===== config.mk =====
export PLATFORM = sky130hd
export DESIGN_NAME = pipe_mux_reg
export DESIGN_NICKNAME = d
export VERILOG_FILES = /design/src/rtl/pipe_mux_reg.sv
export SDC_FILE = /design/constraint.sdc
export NUM_CORES = 1
export LEC_CHECK = 0
export CAP_MARGIN = 20
export CORE_ASPECT_RATIO = 0.6
export CORE_MARGIN = 3
export CORE_UTILIZATION = 65
export CTS_CLUSTER_DIAMETER = 30
export DETAILED_ROUTE_END_ITERATION = 8
export DONT_BUFFER_PORTS = 1
export GPL_ROUTABILITY_DRIVEN = 0
export GPL_TIMING_DRIVEN = 0
export HOLD_SLACK_MARGIN = 0.06
export PLACE_DENSITY = 0.81
export SYNTH_ARGS = -nofsm -noshare
export SYNTH_HDL_FRONTEND = slang
export SYNTH_SLANG_ARGS = --single-unit

===== constraint.sdc =====
create_clock -name clk -period 1 [get_ports clk]
set_input_delay 0.1 -clock clk [delete_from_list [all_inputs] [get_ports clk]]
set_output_delay 0.1 -clock clk [all_outputs]
set_load 0.01 [all_outputs]

===== src/rtl/pipe_mux_reg.sv =====
// NIN:1 selector feeding a DEPTH-stage register pipeline with valid tracking,
// stall/flush control and a sticky out-of-range select flag.
module pipe_mux_reg #(
    parameter int unsigned W     = 32,
    parameter int unsigned NIN   = 4,
    parameter int unsigned DEPTH = 1,
    localparam int unsigned SELW = $clog2(NIN)
) (
    input  logic             clk,
    input  logic             rst_n,
    input  logic [NIN*W-1:0] in_bus,
    input  logic [SELW-1:0]  sel,
    input  logic             in_valid,
    input  logic             stall,
    input  logic             flush,
    input  logic             err_clr,
    output logic [W-1:0]     out_data,
    output logic             out_valid,
    output logic             sel_err
);

    if (DEPTH < 1 || DEPTH > 8) begin : gen_bad_depth
        $error("pipe_mux_reg: DEPTH must be in 1..8");
    end
    if (NIN < 2 || W < 1) begin : gen_bad_shape
        $error("pipe_mux_reg: need NIN >= 2 and W >= 1");
    end

    logic [W-1:0]     mux_d;
    logic             sel_oob;
    logic             advance;
    logic [W-1:0]     data_q [DEPTH];
    logic [DEPTH-1:0] valid_q;
    logic             err_q;

    // Out-of-range selects resolve to zero data; only reachable for non-power-of-2 NIN.
    always_comb begin
        mux_d = '0;
        for (int unsigned i = 0; i < NIN; i++) begin
            if (32'(sel) == i) begin
                mux_d = in_bus[i*W +: W];
            end
        end
    end

    assign sel_oob = (32'(sel) >= NIN);
    assign advance = !flush && !stall;

    always_ff @(posedge clk or negedge rst_n) begin
        if (!rst_n) begin
            for (int k = 0; k < DEPTH; k++) begin
                data_q[k] <= '0;
            end
            valid_q <= '0;
        end else if (flush) begin
            for (int k = 0; k < DEPTH; k++) begin
                data_q[k] <= '0;
            end
            valid_q <= '0;
        end else if (!stall) begin
            valid_q[0] <= in_valid;
            data_q[0]  <= in_valid ? mux_d : '0;
            for (int k = 1; k < DEPTH; k++) begin
                valid_q[k] <= valid_q[k-1];
                data_q[k]  <= data_q[k-1];
            end
        end
    end

    // Set takes priority over clear so a fresh error is never lost.
    always_ff @(posedge clk or negedge rst_n) begin
        if (!rst_n) begin
            err_q <= 1'b0;
        end else if (advance && in_valid && sel_oob) begin
            err_q <= 1'b1;
        end else if (err_clr) begin
            err_q <= 1'b0;
        end
    end

    assign out_data  = data_q[DEPTH-1];
    assign out_valid = valid_q[DEPTH-1];
    assign sel_err   = err_q;

endmodule


==> impl_metrics.csv, run 1 <==
group,metric,value,unit
setup_path,arrival,1.17,ns
setup_path,rrSetupSlack,0.27,ns
timing,fin_crit_sh,95.2,%
flow_run,cap_violations,0,
setup_path,critPathTopFamily,"simple AND/OR/NAND/NOR gates",
final_layout,diodes,0,
setup_path,critPathMaxStageDelay,0.49,ns
clocking,cts_made_buffers,5,
pwr,powerDensity,1390,mW/mm^2
worst_hold_path,hold_start,"in_bus[17]",
logic_synthesis,synth.yosys.seq_area_share,39.9,%
die,coreArea,0.00295,sq mm
logic_synthesis,yosysUniqueCellTypes,14,
worst_hold_path,hp-class,"in -> reg",
routing,drc,0,
logic_synthesis,syn-num-nets,323,
clocking,cts_tree,"built",
setup_path,r2r-start,"out_data[24]",
clocking,clock-sinks,33,
setup_path,regToRegEndpoint,"out_data[24]",
placement,dp_hpwl,4.37,mm
timing,setup_viol,0,
timing,final.min_clock_period,0.952,ns
logic_synthesis,synth_flop_cell,"dfrtp_1",
clocking,root_buffer,"clkbuf_8",
clocking,clk_path_buf_depth,2,
setup_path,crit_slowest_cell,"or4b_1",
logic_synthesis,netlist_top_cells_area,"dfrtp_1, mux2i_1, a21o_1, o22ai_1, buf_2",
die,die_area,0.00392,sq mm
setup_path,critical_path_buf_inv_count,2,
final_layout,drive_gt1_share,12.0,%
setup_path,worstPathCellList,"or4b_1, buf_2, buf_6, o22ai_1, a21o_1",
routing,wl_per_cell,23.6,um
logic_synthesis,synth_top_cell_by_area,"dfrtp_1",
routing,ant_nets,0,
routing,drtIter0Drc,44,
worst_hold_path,hold-path-endpoint,"out_data[17]",
global_routing,grtUsageTotal,30.4,%
pwr,seqPwrFrac,45.8,%
routing,num_vias,1618,
timing,clock_skew,0,ns
pwr,p_clk_share,39.4,%
placement,port_buffers,0,
timing,max_freq,1050,MHz
setup_path,worstSetupPathType,"in -> reg",
global_routing,grt_pass1_wl,9.07,mm
global_routing,grt.overflow.total,0,
routing,viasPerCell,6.69,
setup_path,crit_fanout,10,
clocking,cts.clk_slew.worst_paths,0.07,ns
logic_synthesis,yosys_warnings,0,
routing,wl,5.72,mm
setup_path,crit_path_end_kind,"flop",
logic_synthesis,synth.ff_latch_count,33,
logic_synthesis,synth_edf_count,0,
logic_synthesis,synth.avg_cell_area,11.1,sq um
timing,finalHoldViolCount,0,
logic_synthesis,async_flop_share,100,%
final_layout,fillerInstances,200,
die,die_h,49.7,um
die,std_cell_rows,15,
run_status,status,"finished, final reports clean",
setup_path,critPathLaunchType,"input port",
final_layout,fin_util,78.9,%
final_layout,num-nets-final,335,
final_layout,area_growth,12.5,%
timing,setup_slack,0.0481,ns
logic_synthesis,netlist_instances,187,
logic_synthesis,yosysTopAreaCellShare,39.9,%
pwr,peakVddDrop,0.000731,V
setup_path,reg2reg_depth,1,
logic_synthesis,syn_area,0.00207,sq mm
die,io_pins,170,
pwr,power_switching,780,uW
clocking,clock_latency,0.28,ns
setup_path,required,1.22,ns
pwr,p_leak,1.39,nW
pwr,comb_power_share,14.7,%
timing,rsz0062_at_grt,"yes",
global_routing,antenna_found_initial,0,
pwr,switching_share,24.1,%
die,die_w,78.8,um
pwr,power,3.23,mW
clocking,post-cts-setup-buffer-count,0,
die,initial_core_util,70.2,%
placement,post-place-ws,-0.330,ns
worst_hold_path,hold_depth,3,
pwr,intPower,2.45,mW
routing,drtPass1Iterations,4,
clocking,h-tree-depth,2,
timing,drv_slew,0,
global_routing,grt_pass1_vias,1801,
global_routing,grt_max_degree,34,
[worst max path at each step]
stage | from | to | slack, ns | cells past startpoint
final | flush | out_data[13] | 0.05 | 5
after global routing | sel[0] | out_data[6] | -0.009 | 5
after detailed placement | sel[0] | out_data[26] | -0.33 | 5
after CTS | sel[0] | out_data[29] | -0.002 | 5
after floorplan | flush | out_data[0] | -0.15 | 5
after global placement | sel[0] | out_data[5] | -0.26 | 5
[sequential cells by signal, summed over array words and instances (netlist names)]
register	cells
out_data	32
out_valid	1
[per-stage QoR]
stage | hold WS [ns] | instance area (sq um) | cells | setup TNS [ns]
after floorplan | -0.196 | 2070 | 187 | -4.46
after global placement | -0.195 | 2130 | 229 | -7.10
after detailed placement | -0.195 | 2130 | 229 | -8.38
after CTS | 0.110 | 2300 | 242 | -0.00207
after global routing | 0.126 | 2330 | 242 | -0.0189
final | 0.117 | 2330 | 242 | 0
[layout make-up]
class / instances / area, sq um / area share [%]
Multi-Input combinational cell: 134 / 1130 / 48.7
Clock buffer: 7 / 86.3 / 3.71
Tap cell: 42 / 52.6 / 2.26
Sequential cell: 33 / 826 / 35.5
Buffer: 20 / 138 / 5.92
Timing Repair Buffer: 5 / 60.1 / 2.58
Clock inverter: 1 / 30.0 / 1.29
[cells in the final DEF (no fill, tap or decap), types with 4 or more instances in the layout]
cell type | synthesis | final
clkbuf_1 | 5 | 6
o22ai_1 | 32 | 31
a21o_1 | 32 | 32
buf_4 | 1 | 5
dlygate4sd3_1 | 0 | 4
mux2i_1 | 65 | 65
dfrtp_1 | 33 | 33
buf_2 | 10 | 5
buf_6 | 3 | 5
clkbuf_8 | 0 | 6
[kinds of logic (layout without fill, tap and decap cells)]
logic type             after synthesis  in the layout  synth area share, %
AO/OA/AOI/OAI                       64             64                 21.3
multiplexers                        65             65                 31.5
flip-flops                          33             33                 39.9
AND/OR/NAND/NOR                      4              4                 1.57
buffers and inverters               20             33                 5.57
other                                1              1                0.181
[synth_stat cells, types with 3 or more instances]
cell / number
dfrtp_1: 33
buf_6: 3
buf_2: 10
mux2i_1: 65
o22ai_1: 32
clkbuf_1: 5
a21o_1: 32
[per-layer routing]
layer | track usage (%) | vias to the layer above | wire length (um)
met1 | 34.1 | 798 | 2080
li1 | - | 734 | -
met4 | 8.29 | 0 | 29
met2 | 55.1 | 84 | 3060
met3 | 10.8 | 2 | 555
met5 | 0 | - | 0
[timing repair]
item,CTS,global route
resized for setup,1,10
pin swaps,0,0
hold endpoints to repair,34,0
cloned,0,0
setup endpoints to repair,4,23
hold buffers,5,0
[power by group through the flow]
stage	registers, mW	logic, mW	clock network (mW)
2_1_floorplan	1.49	0.356	0
3_3_place_gp	1.51	0.397	0
3_5_place_dp	1.51	0.416	0
4_1_cts	1.48	0.467	1.30
5_1_grt	1.49	0.526	1.36
6_report	1.48	0.476	1.28
Note: power is estimated with default switching activity, not from simulation.
==> inputs of run 2 (changes only) <==
--- a/config.mk
+++ b/config.mk
@@ -16,6 +16,7 @@
 export GPL_TIMING_DRIVEN = 0
 export HOLD_SLACK_MARGIN = 0.06
 export PLACE_DENSITY = 0.81
+export RECOVER_POWER = 50
 export SYNTH_ARGS = -nofsm -noshare
 export SYNTH_HDL_FRONTEND = slang
 export SYNTH_SLANG_ARGS = --single-unit
==> run 2 against run 1 <==
  * Utilization down 0.51 points
  * Final cell count stayed put
  * Register-to-register slack about the same
  * Setup slack got worse by 0.0083 ns
  * Die area is the same
  * Maximum frequency shrank 0.87%
  * Wire length hardly changed
  * Clock-buffer cell count did not move
  * Flip-flop and latch count is the same
  * Combinational power down 2%
  * Sequential share of layout area grew 0.23 points
  * First-iteration DRC count decreased by 14%
  * Highest routed layer unchanged
==> impl_metrics.csv, run 2 (synthesis results as in run 1) <==
group,metric,value,unit
run_status,status,"finished, final reports clean",
routing,drtPass1Iterations,4,
final_layout,layout_common_cells,"mux2i_1, dfrtp_1, a21o_1",
placement,port_buffers,0,
setup_path,worstSetupPathType,"in -> reg",
pwr,powerDensity,1400,mW/mm^2
routing,viasPerCell,6.73,
setup_path,critPathLaunchType,"input port",
worst_hold_path,hp-class,"in -> reg",
routing,drc,0,
setup_path,critical_path_buf_inv_count,2,
clocking,h-tree-depth,2,
timing,setup_viol,0,
placement,dp_hpwl,4.37,mm
clocking,cts_made_buffers,5,
clocking,root_buffer,"clkbuf_8",
global_routing,grt_pass1_wl,9.07,mm
die,die_h,49.7,um
setup_path,critPathTopFamily,"simple AND/OR/NAND/NOR gates",
final_layout,layout.cells.most_common,"mux2i_1",
clocking,clock-sinks,33,
setup_path,worstPathCellList,"or4b_1, buf_2, buf_6, o22ai_1, a21o_1",
timing,relSlewSlack,52.8,%
die,initial_core_util,70.2,%
setup_path,crit_fanout,10,
clocking,clock_latency,0.28,ns
setup_path,worstSetupPathDepth,5,
timing,hold_ws,0.117,ns
global_routing,grt_max_degree,34,
routing,wl,5.72,mm
timing,worst_pin_slew,0.707,ns
global_routing,grt.overflow.total,0,
die,coreArea,0.00295,sq mm
flow_run,cap_violations,0,
final_layout,num-nets-final,335,
pwr,p_leak,1.38,nW
global_routing,antenna_found_initial,0,
die,die_area,0.00392,sq mm
timing,fin_setup_tns,0,ns
setup_path,crit_path_end_kind,"flop",
timing,final.min_clock_period,0.960,ns
die,die_w,78.8,um
timing,clock_skew,0,ns
clocking,post-cts-setup-buffer-count,0,
worst_hold_path,hold_depth,3,
timing,finalHoldViolCount,0,
pwr,peakVddDrop,0.000731,V
clocking,cts_tree,"built",
final_layout,drive_gt1_share,12.0,%
routing,wl_per_cell,23.6,um
final_layout,diodes,0,
setup_path,critPathMaxStageDelay,0.49,ns
routing,num_vias,1628,
clocking,clk_path_buf_depth,2,
routing,ant_nets,0,
timing,rsz0062_at_grt,"yes",
clocking,cts.clk_slew.worst_paths,0.07,ns
setup_path,arrival,1.17,ns
timing,fin_crit_sh,96.0,%
die,std_cell_rows,15,
setup_path,reg2reg_depth,2,
final_layout,area_growth,11.7,%
setup_path,crit_slowest_cell,"or4b_1",
final_layout,largest_reg_flops,32,
setup_path,rrSetupSlack,0.27,ns
global_routing,grt_pass1_vias,1801,
die,io_pins,170,
setup_path,required,1.21,ns
timing,drv_slew,0,
timing,max_freq,1040,MHz
routing,drtIter0Drc,38,
global_routing,grtUsageTotal,30.4,%
run 2: final cells by class:
cell class                 count  area, sq um
buffer                        20          138
fill                         201          636
clock buffer                   7         86.3
clock inverter                 1         30.0
timing repair buffer           5         45.0
sequential                    33          826
tap                           42         52.6
multi-input combinational    134         1130
run 2: worst paths after layout:
path / start / end
worst max-delay path: flush / out_data[5]
worst min-delay path: in_bus[17] / out_data[17]
worst max register to register: out_valid / out_valid
worst min register to register: out_data[0] / out_data[0]
max in group asynchronous: rst_n / out_data[5]
min in group asynchronous: rst_n / out_data[0]
run 2: power by group:
group,total [mW],internal [mW],switching [mW]
Sequential,1.48,1.40,0.0829
Clock,1.28,0.812,0.468
Combinational,0.468,0.235,0.232
run 2: per-stage QoR:
stage | utilization [%] | area [sq um] | setup WS (ns) | power, mW | instances
2_1_floorplan | - | 2070 | -0.146 | 1.85 | 187
3_3_place_gp | 72.1 | 2130 | -0.258 | 1.90 | 229
3_5_place_dp | 72.1 | 2130 | -0.330 | 1.92 | 229
4_1_cts | 78.2 | 2300 | -0.00207 | 3.25 | 242
5_1_grt | 78.4 | 2310 | -0.00865 | 3.36 | 242
6_report | 78.4 | 2310 | 0.0398 | 3.23 | 242
run 2: worst min-delay path: cells and delay by family:
family | cells | cell delay (ns)
compound gates | 2 | 0.22
mux | 1 | 0.04
run 2: layer usage:
| metal | wire [um] | global-route usage (%) | share of wire [%] |
|---|---|---|---|
| met1 | 2140 | 34.1 | 37 |
| met2 | 3050 | 55.1 | 53 |
| met3 | 498 | 10.8 | 8.7 |
| met4 | 29 | 8.29 | 0.51 |
| met5 | 0 | 0 | 0 |
run 2: repair_timing:
action	CTS	global route
pin swaps	0	0
endpoints found under the hold margin	34	0
hold buffers	5	0
setup endpoints to repair	4	23
resized for setup	1	10
